$ cat src/rtl/fpga_bridge_pkg.sv
// rtl/fpga_bridge_pkg.sv - shared states and response codes for the AXI4-Lite to APB bridge
package fpga_bridge_pkg;

   typedef enum logic [2:0] {
      IDLE,
      SETUP,
      ACCESS,
      WRESP,
      RRESP
   } bridge_state_e;

   localparam logic [1:0]  AXI_RESP_OKAY   = 2'b00;
   localparam logic [1:0]  AXI_RESP_SLVERR = 2'b10;
   localparam logic [1:0]  AXI_RESP_DECERR = 2'b11;
   localparam logic [31:0] TIMEOUT_RDATA   = 32'hDEAD_DEAD;

endpackage

$ cat src/rtl/fpga_axil_apb_bridge_if.sv
// rtl/fpga_axil_apb_bridge_if.sv - AXI4-Lite and APB signal bundles used by the bridge
interface fpga_axil_if #(
   parameter int ADDR_W = 32,
   parameter int DATA_W = 32
);
   localparam int STRB_W = DATA_W / 8;

   logic [ADDR_W-1:0] s_axi_awaddr;
   logic              s_axi_awvalid;
   logic              s_axi_awready;
   logic [DATA_W-1:0] s_axi_wdata;
   logic [STRB_W-1:0] s_axi_wstrb;
   logic              s_axi_wvalid;
   logic              s_axi_wready;
   logic [1:0]        s_axi_bresp;
   logic              s_axi_bvalid;
   logic              s_axi_bready;
   logic [ADDR_W-1:0] s_axi_araddr;
   logic              s_axi_arvalid;
   logic              s_axi_arready;
   logic [DATA_W-1:0] s_axi_rdata;
   logic [1:0]        s_axi_rresp;
   logic              s_axi_rvalid;
   logic              s_axi_rready;

   modport slave (
      input  s_axi_awaddr, s_axi_awvalid, s_axi_wdata, s_axi_wstrb, s_axi_wvalid,
             s_axi_bready, s_axi_araddr, s_axi_arvalid, s_axi_rready,
      output s_axi_awready, s_axi_wready, s_axi_bresp, s_axi_bvalid,
             s_axi_arready, s_axi_rdata, s_axi_rresp, s_axi_rvalid
   );

   modport master (
      output s_axi_awaddr, s_axi_awvalid, s_axi_wdata, s_axi_wstrb, s_axi_wvalid,
             s_axi_bready, s_axi_araddr, s_axi_arvalid, s_axi_rready,
      input  s_axi_awready, s_axi_wready, s_axi_bresp, s_axi_bvalid,
             s_axi_arready, s_axi_rdata, s_axi_rresp, s_axi_rvalid
   );
endinterface

interface fpga_apb_if #(
   parameter int ADDR_W = 32,
   parameter int DATA_W = 32,
   parameter int USER_W = 32
);
   logic [ADDR_W-1:0] PADDR;
   logic              PSEL;
   logic              PENABLE;
   logic              PWRITE;
   logic [DATA_W-1:0] PWDATA;
   logic [2:0]        PPROT;
   logic [USER_W-1:0] PAUSER;
   logic [DATA_W-1:0] PRDATA;
   logic              PREADY;
   logic              PSLVERR;

   modport master (
      output PADDR, PSEL, PENABLE, PWRITE, PWDATA, PPROT, PAUSER,
      input  PRDATA, PREADY, PSLVERR
   );

   modport slave (
      input  PADDR, PSEL, PENABLE, PWRITE, PWDATA, PPROT, PAUSER,
      output PRDATA, PREADY, PSLVERR
   );
endinterface

$ cat src/rtl/fpga_axil_wr_capture.sv
// rtl/fpga_axil_wr_capture.sv - independent AW and W holding registers feeding the write arbiter
module fpga_axil_wr_capture #(
   parameter int ADDR_W = 32,
   parameter int DATA_W = 32,
   parameter int STRB_W = DATA_W / 8
) (
   input  logic              clk,
   input  logic              rst_n,
   input  logic [ADDR_W-1:0] awaddr,
   input  logic              awvalid,
   output logic              awready,
   input  logic [DATA_W-1:0] wdata,
   input  logic [STRB_W-1:0] wstrb,
   input  logic              wvalid,
   output logic              wready,
   input  logic              clear,
   output logic              aw_full,
   output logic              w_full,
   output logic [ADDR_W-1:0] addr,
   output logic [DATA_W-1:0] data,
   output logic [STRB_W-1:0] strb
);

   logic aw_full_d;
   logic w_full_d;

   always_comb begin
      aw_full_d = clear ? 1'b0 : (aw_full | (awvalid & awready));
      w_full_d  = clear ? 1'b0 : (w_full | (wvalid & wready));
   end

   // Ready is registered as the complement of the next full flag so it stays low in reset.
   always_ff @(posedge clk or negedge rst_n) begin
      if (!rst_n) begin
         aw_full <= 1'b0;
         w_full  <= 1'b0;
         awready <= 1'b0;
         wready  <= 1'b0;
         addr    <= '0;
         data    <= '0;
         strb    <= '0;
      end else begin
         aw_full <= aw_full_d;
         w_full  <= w_full_d;
         awready <= !aw_full_d;
         wready  <= !w_full_d;
         if (awvalid && awready) begin
            addr <= awaddr;
         end
         if (wvalid && wready) begin
            data <= wdata;
            strb <= wstrb;
         end
      end
   end

endmodule

$ cat src/rtl/fpga_axil_apb_bridge.sv
// rtl/fpga_axil_apb_bridge.sv - single-outstanding AXI4-Lite slave to APB master with PREADY timeout
module fpga_axil_apb_bridge
   import fpga_bridge_pkg::*;
#(
   parameter int ADDR_W      = 32,
   parameter int DATA_W      = 32,
   parameter int USER_W      = 32,
   parameter int TIMEOUT_CYC = 256
) (
   input  logic              core_clk,
   input  logic              cptra_rst_b,
   fpga_axil_if.slave        axi,
   fpga_apb_if.master        apb,
   input  logic [USER_W-1:0] pauser_i,
   output logic [15:0]       timeout_cnt_o
);

   localparam int STRB_W = DATA_W / 8;
   localparam int CNT_W  = $clog2(TIMEOUT_CYC);

   bridge_state_e     state;
   logic              favour_wr;
   logic              active;
   logic              is_read;
   logic [CNT_W-1:0]  wait_cnt;
   logic              aw_full;
   logic              w_full;
   logic [ADDR_W-1:0] wr_addr;
   logic [DATA_W-1:0] wr_data;
   logic [STRB_W-1:0] wr_strb;
   logic              wr_elig;
   logic              rd_elig;
   logic              grant_wr;
   logic              grant_rd;

   fpga_axil_wr_capture #(
      .ADDR_W (ADDR_W),
      .DATA_W (DATA_W),
      .STRB_W (STRB_W)
   ) u_wr_capture (
      .clk     (core_clk),
      .rst_n   (cptra_rst_b),
      .awaddr  (axi.s_axi_awaddr),
      .awvalid (axi.s_axi_awvalid),
      .awready (axi.s_axi_awready),
      .wdata   (axi.s_axi_wdata),
      .wstrb   (axi.s_axi_wstrb),
      .wvalid  (axi.s_axi_wvalid),
      .wready  (axi.s_axi_wready),
      .clear   (grant_wr),
      .aw_full (aw_full),
      .w_full  (w_full),
      .addr    (wr_addr),
      .data    (wr_data),
      .strb    (wr_strb)
   );

   // Grants wait one cycle after reset so arready cannot rise while the bridge is held in reset.
   always_comb begin
      wr_elig  = active && (state == IDLE) && aw_full && w_full;
      rd_elig  = active && (state == IDLE) && axi.s_axi_arvalid;
      grant_wr = wr_elig && (!rd_elig || favour_wr);
      grant_rd = rd_elig && (!wr_elig || !favour_wr);
   end

   assign axi.s_axi_arready = grant_rd;
   assign apb.PPROT         = 3'b000;

   always_ff @(posedge core_clk or negedge cptra_rst_b) begin
      if (!cptra_rst_b) begin
         state            <= IDLE;
         favour_wr        <= 1'b1;
         active           <= 1'b0;
         is_read          <= 1'b0;
         wait_cnt         <= '0;
         apb.PADDR        <= '0;
         apb.PSEL         <= 1'b0;
         apb.PENABLE      <= 1'b0;
         apb.PWRITE       <= 1'b0;
         apb.PWDATA       <= '0;
         apb.PAUSER       <= '0;
         axi.s_axi_bvalid <= 1'b0;
         axi.s_axi_bresp  <= AXI_RESP_OKAY;
         axi.s_axi_rvalid <= 1'b0;
         axi.s_axi_rresp  <= AXI_RESP_OKAY;
         axi.s_axi_rdata  <= '0;
         timeout_cnt_o    <= '0;
      end else begin
         active <= 1'b1;
         unique case (state)
            IDLE: begin
               if (wr_elig && rd_elig) begin
                  favour_wr <= !favour_wr;
               end
               if (grant_wr) begin
                  // Partial strobes cannot be expressed on this APB port, so reject without a bus access.
                  if (wr_strb != '1) begin
                     axi.s_axi_bvalid <= 1'b1;
                     axi.s_axi_bresp  <= AXI_RESP_SLVERR;
                     state            <= WRESP;
                  end else begin
                     apb.PSEL   <= 1'b1;
                     apb.PADDR  <= wr_addr;
                     apb.PWRITE <= 1'b1;
                     apb.PWDATA <= wr_data;
                     apb.PAUSER <= pauser_i;
                     is_read    <= 1'b0;
                     state      <= SETUP;
                  end
               end else if (grant_rd) begin
                  apb.PSEL   <= 1'b1;
                  apb.PADDR  <= axi.s_axi_araddr;
                  apb.PWRITE <= 1'b0;
                  apb.PWDATA <= '0;
                  apb.PAUSER <= pauser_i;
                  is_read    <= 1'b1;
                  state      <= SETUP;
               end
            end
            SETUP: begin
               apb.PENABLE <= 1'b1;
               wait_cnt    <= '0;
               state       <= ACCESS;
            end
            ACCESS: begin
               if (apb.PREADY) begin
                  apb.PSEL    <= 1'b0;
                  apb.PENABLE <= 1'b0;
                  if (is_read) begin
                     axi.s_axi_rdata  <= apb.PRDATA;
                     axi.s_axi_rresp  <= apb.PSLVERR ? AXI_RESP_SLVERR : AXI_RESP_OKAY;
                     axi.s_axi_rvalid <= 1'b1;
                     state            <= RRESP;
                  end else begin
                     axi.s_axi_bresp  <= apb.PSLVERR ? AXI_RESP_SLVERR : AXI_RESP_OKAY;
                     axi.s_axi_bvalid <= 1'b1;
                     state            <= WRESP;
                  end
               end else if (wait_cnt == CNT_W'(TIMEOUT_CYC - 1)) begin
                  apb.PSEL    <= 1'b0;
                  apb.PENABLE <= 1'b0;
                  if (timeout_cnt_o != 16'hFFFF) begin
                     timeout_cnt_o <= timeout_cnt_o + 16'd1;
                  end
                  if (is_read) begin
                     axi.s_axi_rdata  <= DATA_W'(TIMEOUT_RDATA);
                     axi.s_axi_rresp  <= AXI_RESP_DECERR;
                     axi.s_axi_rvalid <= 1'b1;
                     state            <= RRESP;
                  end else begin
                     axi.s_axi_bresp  <= AXI_RESP_DECERR;
                     axi.s_axi_bvalid <= 1'b1;
                     state            <= WRESP;
                  end
               end else begin
                  wait_cnt <= wait_cnt + CNT_W'(1);
               end
            end
            WRESP: begin
               if (axi.s_axi_bready) begin
                  axi.s_axi_bvalid <= 1'b0;
                  state            <= IDLE;
               end
            end
            RRESP: begin
               if (axi.s_axi_rready) begin
                  axi.s_axi_rvalid <= 1'b0;
                  state            <= IDLE;
               end
            end
            default: state <= IDLE;
         endcase
      end
   end

endmodule

$ cat src/flat_wrapper.sv
// flat-port wrapper written by rule: the top's interface ports become plain ports
module fpga_axil_apb_bridge_flat import fpga_bridge_pkg::*;
#(
   parameter int ADDR_W      = 32,
   parameter int DATA_W      = 32,
   parameter int USER_W      = 32,
   parameter int TIMEOUT_CYC = 256
)
  (core_clk, cptra_rst_b, pauser_i, timeout_cnt_o, axi_s_axi_awaddr, axi_s_axi_awvalid, axi_s_axi_wdata, axi_s_axi_wstrb, axi_s_axi_wvalid, axi_s_axi_bready, axi_s_axi_araddr, axi_s_axi_arvalid, axi_s_axi_rready, axi_s_axi_awready, axi_s_axi_wready, axi_s_axi_bresp, axi_s_axi_bvalid, axi_s_axi_arready, axi_s_axi_rdata, axi_s_axi_rresp, axi_s_axi_rvalid, apb_PADDR, apb_PSEL, apb_PENABLE, apb_PWRITE, apb_PWDATA, apb_PPROT, apb_PAUSER, apb_PRDATA, apb_PREADY, apb_PSLVERR);
  fpga_axil_if #(.ADDR_W(ADDR_W), .DATA_W(DATA_W)) axi_i ();
  fpga_apb_if #(.ADDR_W(ADDR_W), .DATA_W(DATA_W), .USER_W(USER_W)) apb_i ();
  input  logic core_clk;
  input  logic cptra_rst_b;
  input  logic [USER_W-1:0] pauser_i;
  output logic [15:0] timeout_cnt_o;
  input wire logic [$bits(axi_i.s_axi_awaddr)-1:0] axi_s_axi_awaddr;
  input wire logic [$bits(axi_i.s_axi_awvalid)-1:0] axi_s_axi_awvalid;
  input wire logic [$bits(axi_i.s_axi_wdata)-1:0] axi_s_axi_wdata;
  input wire logic [$bits(axi_i.s_axi_wstrb)-1:0] axi_s_axi_wstrb;
  input wire logic [$bits(axi_i.s_axi_wvalid)-1:0] axi_s_axi_wvalid;
  input wire logic [$bits(axi_i.s_axi_bready)-1:0] axi_s_axi_bready;
  input wire logic [$bits(axi_i.s_axi_araddr)-1:0] axi_s_axi_araddr;
  input wire logic [$bits(axi_i.s_axi_arvalid)-1:0] axi_s_axi_arvalid;
  input wire logic [$bits(axi_i.s_axi_rready)-1:0] axi_s_axi_rready;
  output wire logic [$bits(axi_i.s_axi_awready)-1:0] axi_s_axi_awready;
  output wire logic [$bits(axi_i.s_axi_wready)-1:0] axi_s_axi_wready;
  output wire logic [$bits(axi_i.s_axi_bresp)-1:0] axi_s_axi_bresp;
  output wire logic [$bits(axi_i.s_axi_bvalid)-1:0] axi_s_axi_bvalid;
  output wire logic [$bits(axi_i.s_axi_arready)-1:0] axi_s_axi_arready;
  output wire logic [$bits(axi_i.s_axi_rdata)-1:0] axi_s_axi_rdata;
  output wire logic [$bits(axi_i.s_axi_rresp)-1:0] axi_s_axi_rresp;
  output wire logic [$bits(axi_i.s_axi_rvalid)-1:0] axi_s_axi_rvalid;
  output wire logic [$bits(apb_i.PADDR)-1:0] apb_PADDR;
  output wire logic [$bits(apb_i.PSEL)-1:0] apb_PSEL;
  output wire logic [$bits(apb_i.PENABLE)-1:0] apb_PENABLE;
  output wire logic [$bits(apb_i.PWRITE)-1:0] apb_PWRITE;
  output wire logic [$bits(apb_i.PWDATA)-1:0] apb_PWDATA;
  output wire logic [$bits(apb_i.PPROT)-1:0] apb_PPROT;
  output wire logic [$bits(apb_i.PAUSER)-1:0] apb_PAUSER;
  input wire logic [$bits(apb_i.PRDATA)-1:0] apb_PRDATA;
  input wire logic [$bits(apb_i.PREADY)-1:0] apb_PREADY;
  input wire logic [$bits(apb_i.PSLVERR)-1:0] apb_PSLVERR;
  assign axi_i.s_axi_awaddr = axi_s_axi_awaddr;
  assign axi_i.s_axi_awvalid = axi_s_axi_awvalid;
  assign axi_i.s_axi_wdata = axi_s_axi_wdata;
  assign axi_i.s_axi_wstrb = axi_s_axi_wstrb;
  assign axi_i.s_axi_wvalid = axi_s_axi_wvalid;
  assign axi_i.s_axi_bready = axi_s_axi_bready;
  assign axi_i.s_axi_araddr = axi_s_axi_araddr;
  assign axi_i.s_axi_arvalid = axi_s_axi_arvalid;
  assign axi_i.s_axi_rready = axi_s_axi_rready;
  assign axi_s_axi_awready = axi_i.s_axi_awready;
  assign axi_s_axi_wready = axi_i.s_axi_wready;
  assign axi_s_axi_bresp = axi_i.s_axi_bresp;
  assign axi_s_axi_bvalid = axi_i.s_axi_bvalid;
  assign axi_s_axi_arready = axi_i.s_axi_arready;
  assign axi_s_axi_rdata = axi_i.s_axi_rdata;
  assign axi_s_axi_rresp = axi_i.s_axi_rresp;
  assign axi_s_axi_rvalid = axi_i.s_axi_rvalid;
  assign apb_PADDR = apb_i.PADDR;
  assign apb_PSEL = apb_i.PSEL;
  assign apb_PENABLE = apb_i.PENABLE;
  assign apb_PWRITE = apb_i.PWRITE;
  assign apb_PWDATA = apb_i.PWDATA;
  assign apb_PPROT = apb_i.PPROT;
  assign apb_PAUSER = apb_i.PAUSER;
  assign apb_i.PRDATA = apb_PRDATA;
  assign apb_i.PREADY = apb_PREADY;
  assign apb_i.PSLVERR = apb_PSLVERR;
  fpga_axil_apb_bridge #(.ADDR_W(ADDR_W), .DATA_W(DATA_W), .USER_W(USER_W), .TIMEOUT_CYC(TIMEOUT_CYC)) u_core (.core_clk(core_clk), .cptra_rst_b(cptra_rst_b), .axi(axi_i), .apb(apb_i), .pauser_i(pauser_i), .timeout_cnt_o(timeout_cnt_o));
endmodule
$ cat config.mk
export PLATFORM = sky130hd
export DESIGN_NAME = fpga_axil_apb_bridge_flat
export DESIGN_NICKNAME = d
export VERILOG_FILES = /design/src/rtl/fpga_bridge_pkg.sv /design/src/rtl/fpga_axil_apb_bridge_if.sv /design/src/rtl/fpga_axil_wr_capture.sv /design/src/rtl/fpga_axil_apb_bridge.sv /design/src/flat_wrapper.sv
export SDC_FILE = /design/constraint.sdc
export NUM_CORES = 1
export LEC_CHECK = 0
export ABC_AREA = 1
export BUFFER_PORTS_ARGS = -buffer_cell sky130_fd_sc_hd__buf_4
export CORE_AREA = 2 2 205 207
export DETAILED_ROUTE_END_ITERATION = 8
export DIE_AREA = 0 0 207 209
export GPL_TIMING_DRIVEN = 0
export SLEW_MARGIN = 30
export SYNTH_ARGS = -nofsm -noshare
export SYNTH_HDL_FRONTEND = slang
export SYNTH_SLANG_ARGS = --single-unit
$ cat constraint.sdc
create_clock -name core_clk -period 2.4 [get_ports core_clk]
set_input_delay 0.24 -clock core_clk [delete_from_list [all_inputs] [get_ports core_clk]]
set_output_delay 0.24 -clock core_clk [all_outputs]
set_load 0.05 [all_outputs]
; ---- After elaboration in Yosys (flattened, before gate mapping)
; Index checks and enable logic that the tools add are counted.
[totals]
regBits = 239
input_bits = 173
output_inout_bits = 159
wordCells = 145
[op_classes]
add_sub_neg = 2
n_eq_ne = 18
mux = 62
bitwise = 5
reduce_logical = 34
[op_table]
columns = cell, count
row1 = $mux 32, 13
row2 = $mux 2, 12
row3 = $mux 1, 21
row4 = $mux 3, 7
row5 = $add 16x1->16 const B, 1
row6 = $mux 8, 2
row7 = $ne 16x16->1 const B, 1
row8 = $ne 2x2->1 const B, 8
row9 = $pmux 8 s2, 1
row10 = $pmux 3 s5, 1
row11 = $reduce_and 3->1, 4
row12 = $reduce_and 4->1, 3
row13 = $reduce_and 5->1, 2
row14 = $reduce_bool 2->1, 5
row15 = $logic_and 1x1->1, 9
row16 = $add 8x1->8 const B, 1
row17 = $eq 8x8->1 const B, 1
row18 = $eq 3x2->1 const B, 2
row19 = $ne 3x3->1 const B, 2
row20 = $pmux 1 s2, 3
row21 = $logic_not 1->1, 5
row22 = $ne 4x4->1 const B, 1
row23 = $pmux 2 s2, 1
row24 = $reduce_and 2->1, 2
row25 = 10 further kinds, 13

; ---- Depth between registers and ports, before layout
[depth]
depth_word = 10
ltp_mapped = 12

; ---- Modules after synthesis
; Synthesis repeated with hierarchy kept, for this count alone.
[unflattened]
hier_cells = 1170
area_unflattened_um2 = 10242.3
[by_module_without_submodules]
columns = module, n_inst, cells_each, area_per_inst_um2, seq_area_each_um2
row1 = fpga_axil_apb_bridge, 1, 860, 7394.6, 4180.3
row2 = fpga_axil_wr_capture, 1, 310, 2847.7, 1801.7

; ---- Worst setup path after synthesis
; OpenSTA, ideal clock, no wires.
[synth_path]
path_type = reg2reg
from = register u_core.timeout_cnt_o[1]
to = register u_core.timeout_cnt_o[15]
setup_ns = 0.131
t_arrival_ns = 1.860
required_time_ns = 2.269
setup_slack_ns = 0.408
stages_incl_launch_ff = 10
path_buffers = 1
cell_sequence = dfrtp_1 ha_1 nand3_1 nor2_1 nand3_1 nand3_2 inv_1 buf_2 nand2_1 o21ai_0
[synth_between]
elab_chain_cells = 2
word_cells_on_any_way = 3
[synth_lines]
columns = element, line_no
row1 = from (decl), fpga_axil_apb_bridge.sv:15  ; output logic [15:0] timeout_cnt_o
row2 = from (signal assigned), fpga_axil_apb_bridge.sv:143  ; timeout_cnt_o <= timeout_cnt_o + 16'd1;
row3 = "parallel branches: the longest is 2 deep, another holds $add 16x1->16", --
; Parallel ways; which one is timed is not known.
; A chain may end at the register's enable or synchronous reset.

; ---- Worst setup path after layout
[layout_path]
from = register u_core.state[2]
to = output axi_s_axi_arready
[layout_between]
elab_chain_cells = 7
word_cells_on_any_way = 8
[layout_lines]
columns = element, line_no
row1 = from (decl), fpga_axil_apb_bridge.sv:21  ; bridge_state_e state;
row2 = from (signal assigned), fpga_axil_apb_bridge.sv:71  ; state <= IDLE;
row3 = from (signal assigned), fpga_axil_apb_bridge.sv:100  ; state <= WRESP;
row4 = from (signal assigned), fpga_axil_apb_bridge.sv:108  ; state <= SETUP;
row5 = $logic_not 3->1 (*), "fpga_axil_apb_bridge.sv:60, fpga_axil_apb_bridge.sv:61"
row6 = $logic_and 1x1->1 (*), "fpga_axil_apb_bridge.sv:60, fpga_axil_apb_bridge.sv:61"
row7 = $logic_and 1x1->1 (2 in series), fpga_axil_apb_bridge.sv:60  ; wr_elig = active && (state == IDLE) && aw_full && w_full;
row8 = $logic_not 1->1, fpga_axil_apb_bridge.sv:63  ; grant_rd = rd_elig && (!wr_elig || !favour_wr);
row9 = $logic_or 1x1->1, fpga_axil_apb_bridge.sv:63
row10 = $logic_and 1x1->1 (*), fpga_axil_apb_bridge.sv:63
row11 = to (decl), flat_wrapper.sv:29  ; output wire logic [$bits(axi_i.s_axi_arready)-1:0] axi_s_axi_arready;
; Every way passes the cells marked *; elsewhere a longest branch is shown, timed or not.

==> results.md <==
* Max Slew Vio Count at 0
* Top Family by Delay on Critical Path: simple AND/OR/NAND/NOR gates
* Hpwl dp at ~23 mm
* Biggest area contributors in the synthesized netlist: sky130_fd_sc_hd__dfrtp_1, sky130_fd_sc_hd__nand2_1, sky130_fd_sc_hd__inv_1, sky130_fd_sc_hd__nand3_1, sky130_fd_sc_hd__mux2_2
* Post-synthesis cell area at between 10000 and 15000 um2
* Signed area change from the synthesized netlist to the final layout at 58.12%
* Req. time, crit path at roughly 2.2 ns
* Element type at the critical path end: output pin
* Routed Wire Length at ~33 mm
* Die Footprint at between 40000 and 50000 um2
* Status: finished, final reports clean
* Worst stage delay on the critical path at approximately 0.44 ns
* DRC viols at 0
* First-pass GRT wire length at about 53 mm
* Count of final hold-check violations at 0
* Maximum level of the CTS H-tree at 1
* Multi-input logic area at between 3000 and 4000 um2
* Max Cap Violations at 0
* Clock tree from TritonCTS: built
* Cell chain of the critical path: nor2_4, nand3_4, nor2_4, nand2_2, nand2_8, nand2_8, inv_1, buf_4
* Setup crit start kind: register
* Synth Instances at approximately 1.2k
* FMAX at between 400 and 500 MHz
* Clock Skews at between 0.01 and 0.015 ns
* Setup Slack @ Placement at -0.1738 ns
* Cell count after placement at roughly 2.0k
* Slowest CP cell: sky130_fd_sc_hd__dfrtp_2
* Worst hold path endpoint: u_core.apb.PADDR[4]
* Final cycle utilization of the critical path at 0.9615
* Headroom to the max-slew limit at 0.3839
* Core footprint at a little over 40000 um2
* Fin Setup TNS at 0 ns
* Top library cells by usage in the layout, fill and taps aside: sky130_fd_sc_hd__nand2_1, sky130_fd_sc_hd__buf_4, sky130_fd_sc_hd__dfrtp_1, sky130_fd_sc_hd__dlygate4sd3_1, sky130_fd_sc_hd__inv_1
* Fin cells at 2253
* Crit path max fanout at 10
* Slew @ Worst Pin at about 0.92 ns
* Main synth FF type: sky130_fd_sc_hd__dfrtp_1
* Number of buffers and inverters on the critical path at 2
* Final nets at 1868
* Leak Pwr at 8.501 nW
* Total Routing Usage GR at 0.1506
* HP Class: input pin to register
* TritonCTS buffer count at 29
* Final min period at about 2.3 ns
* Number of fill cells in the layout at between 4k and 5k
* Vias in the first global route at 9906
* Placement row count at 75
* Number of top-level design ports at between 300 and 400
* Buffer cell driving the clock tree root: sky130_fd_sc_hd__clkbuf_16
* Number of routed nets with antenna violations at 0
* Syn_area_per_cell at ~8.8 um2
* Setup repair after global routing missed its margin: yes
* Worst IR Drop VDD at ~0.76 mV
* Count of input and output buffers at 328
* Setup violators final at 0
* Worst Hold Depth at 5
* Worst hold margin at roughly 0.04 ns
* Antenna violations before repair at 3
* Hold path start: axi_s_axi_araddr[4]
* Die Span Y at ~210 um
* Layout cell share with drive strength beyond 1 at 0.2687
* Register-to-Register Setup Slack at around 0.2 ns
* GRT Residual Overflow at 0
* Average via count per standard cell at between 4 and 5
* Width of the chip at between 200 and 250 um
* Data arrival time of the critical path at around 2.1 ns
* Clock Sinks at 239
* Cell taking the most area after synthesis: sky130_fd_sc_hd__dfrtp_1
* Min setup slack post-route at 0.09233 ns
* Distinct cell type count of the synthesized netlist at 34
* Worst Setup Path Type: register to output pin
* Maximum root-to-sink buffer count at 3
* Clk slew on worst S/H paths at roughly 0.06 ns
* Initial Utilization at 0.2470
* Worst flop-to-flop path startpoint: u_core.state[2]
* Via total after detailed routing at roughly 9.6k
* Share of the synthesized area in the top cell type at 0.5839
* Sequential standard cell area at 5983 um2
* Number of storage elements in the synthesis netlist at around 240
* Number of enable-type register cells in the synthesized netlist at 0
* Post-synth ARST share at 1.000
* Initial DRC Count at approximately 500
* Skew-Pair Late Insertion Delay at 0.55 ns
* Final RePlAce weighted congestion at 0.8092
* Largest net degree at the start of global routing at 82
* Synthesis Warnings at 0
* Sequential share of the synthesized area at 0.5865
* Most common cell after layout, fill and taps aside: sky130_fd_sc_hd__nand2_1
* Number of iterations in the first detailed-routing pass at 5
* Endpoint of the most critical register-to-register path: u_core.apb.PAUSER[14]
* Worst R2R Path Depth at 12
* Average wire per cell in the routed design at ~15 um
* Pwr/cell area at between 1000 and 1500 nW/um2
-- where the power goes --
group | total, mW | internal (mW) | switching (mW)
Clock | 4.39 | 2.67 | 1.72
Sequential | 6.48 | 5.64 | 0.841
Combinational | 9.09 | 2.92 | 6.17
Total | 20.0 | 11.2 | 8.73
-- registers in the layout (all words and copies together), names as in the netlist, 4 cells and up --
signal	cells
u_core.apb.PADDR	32
u_core.apb.PAUSER	32
u_core.apb.PWDATA	32
u_core.axi.s_axi_rdata	32
u_core.u_wr_capture.addr	32
u_core.u_wr_capture.data	32
u_core.timeout_cnt_o	16
u_core.wait_cnt	8
u_core.u_wr_capture.strb	4
-- layout make-up --
cell class,count,area share
Tap cell,539,0.04182
Inverter,126,0.02933
Clock inverter,5,0.005120
Multi-Input combinational cell,742,0.2166
Buffer,49,0.01761
Sequential cell,239,0.3710
Antenna cell,2,0.0003103
Timing Repair Buffer,506,0.2645
Clock buffer,45,0.05368
-- logic make-up after synthesis --
kind of cell,synth area share
xor+xnor,0.01116
flops,0.5865
mux,0.03974
fa+ha+maj,0.002453
buf+inv,0.07421
simple gates,0.2414
other cells,0.0007363
compound gates,0.04379
-- Yosys cell counts (all sizes together), types with 2 or more instances --
cell type and instances:
nand3 89, nand2 411, nor3 8, ha 2
conb 2, buf 25, nand3b 3, o21ai 25
a21oi 59, clkbuf 25, nor2 80, dfrtp 238
nand4 7, inv 125, xor2 8, mux2 36
xnor2 5
-- what timing repair did --
action                     CTS  global route
setup buffers                0             8
setup endpoints to repair   10            26
hold endpoints to repair   245             0
resized for setup            3             7
hold buffers               168             0
pin swaps                    0             3
-- routing by layer --
layer,track usage,routed length [um]
met4,0.04335,721
met3,0.03366,1885
met5,0,16
met2,0.2636,16420
met1,0.1856,14140
-- worst max path at each step --
| stage | cells after the start | slack (ns) | from | endpoint |
|---|---|---|---|---|
| after floorplan | 9 | 0.41 | u_core.timeout_cnt_o[1] | u_core.timeout_cnt_o[15] |
| after global placement | 1 | -0.95 | cptra_rst_b | u_core.axi.s_axi_rdata[23] |
| after detailed placement | 8 | -0.17 | u_core.state[2] | u_core.apb.PWDATA[29] |
| after CTS | 8 | -0.16 | u_core.state[2] | axi_s_axi_arready |
| after global routing | 8 | -0.04 | u_core.state[2] | axi_s_axi_arready |
| final | 8 | 0.09 | u_core.state[2] | axi_s_axi_arready |
-- tightest hold or removal path, stage by stage --
cell and delay (ns):
sky130_fd_sc_hd__buf_4 0.08, sky130_fd_sc_hd__inv_1 0.04, sky130_fd_sc_hd__nand2_1 0.07, sky130_fd_sc_hd__nand3_1 0.07, sky130_fd_sc_hd__nand2_1 0.06
-- per-stage QoR --
stage | util | area [um2] | power [mW]
floorplan | - | 10210 | 12.34
global placement | 0.3232 | 13340 | 15.19
global route | 0.3906 | 16130 | 21.13
CTS | 0.3888 | 16050 | 20.12
detailed placement | 0.3247 | 13410 | 15.38
finish | 0.3906 | 16130 | 19.96
Power figures use the tool's default switching activity.
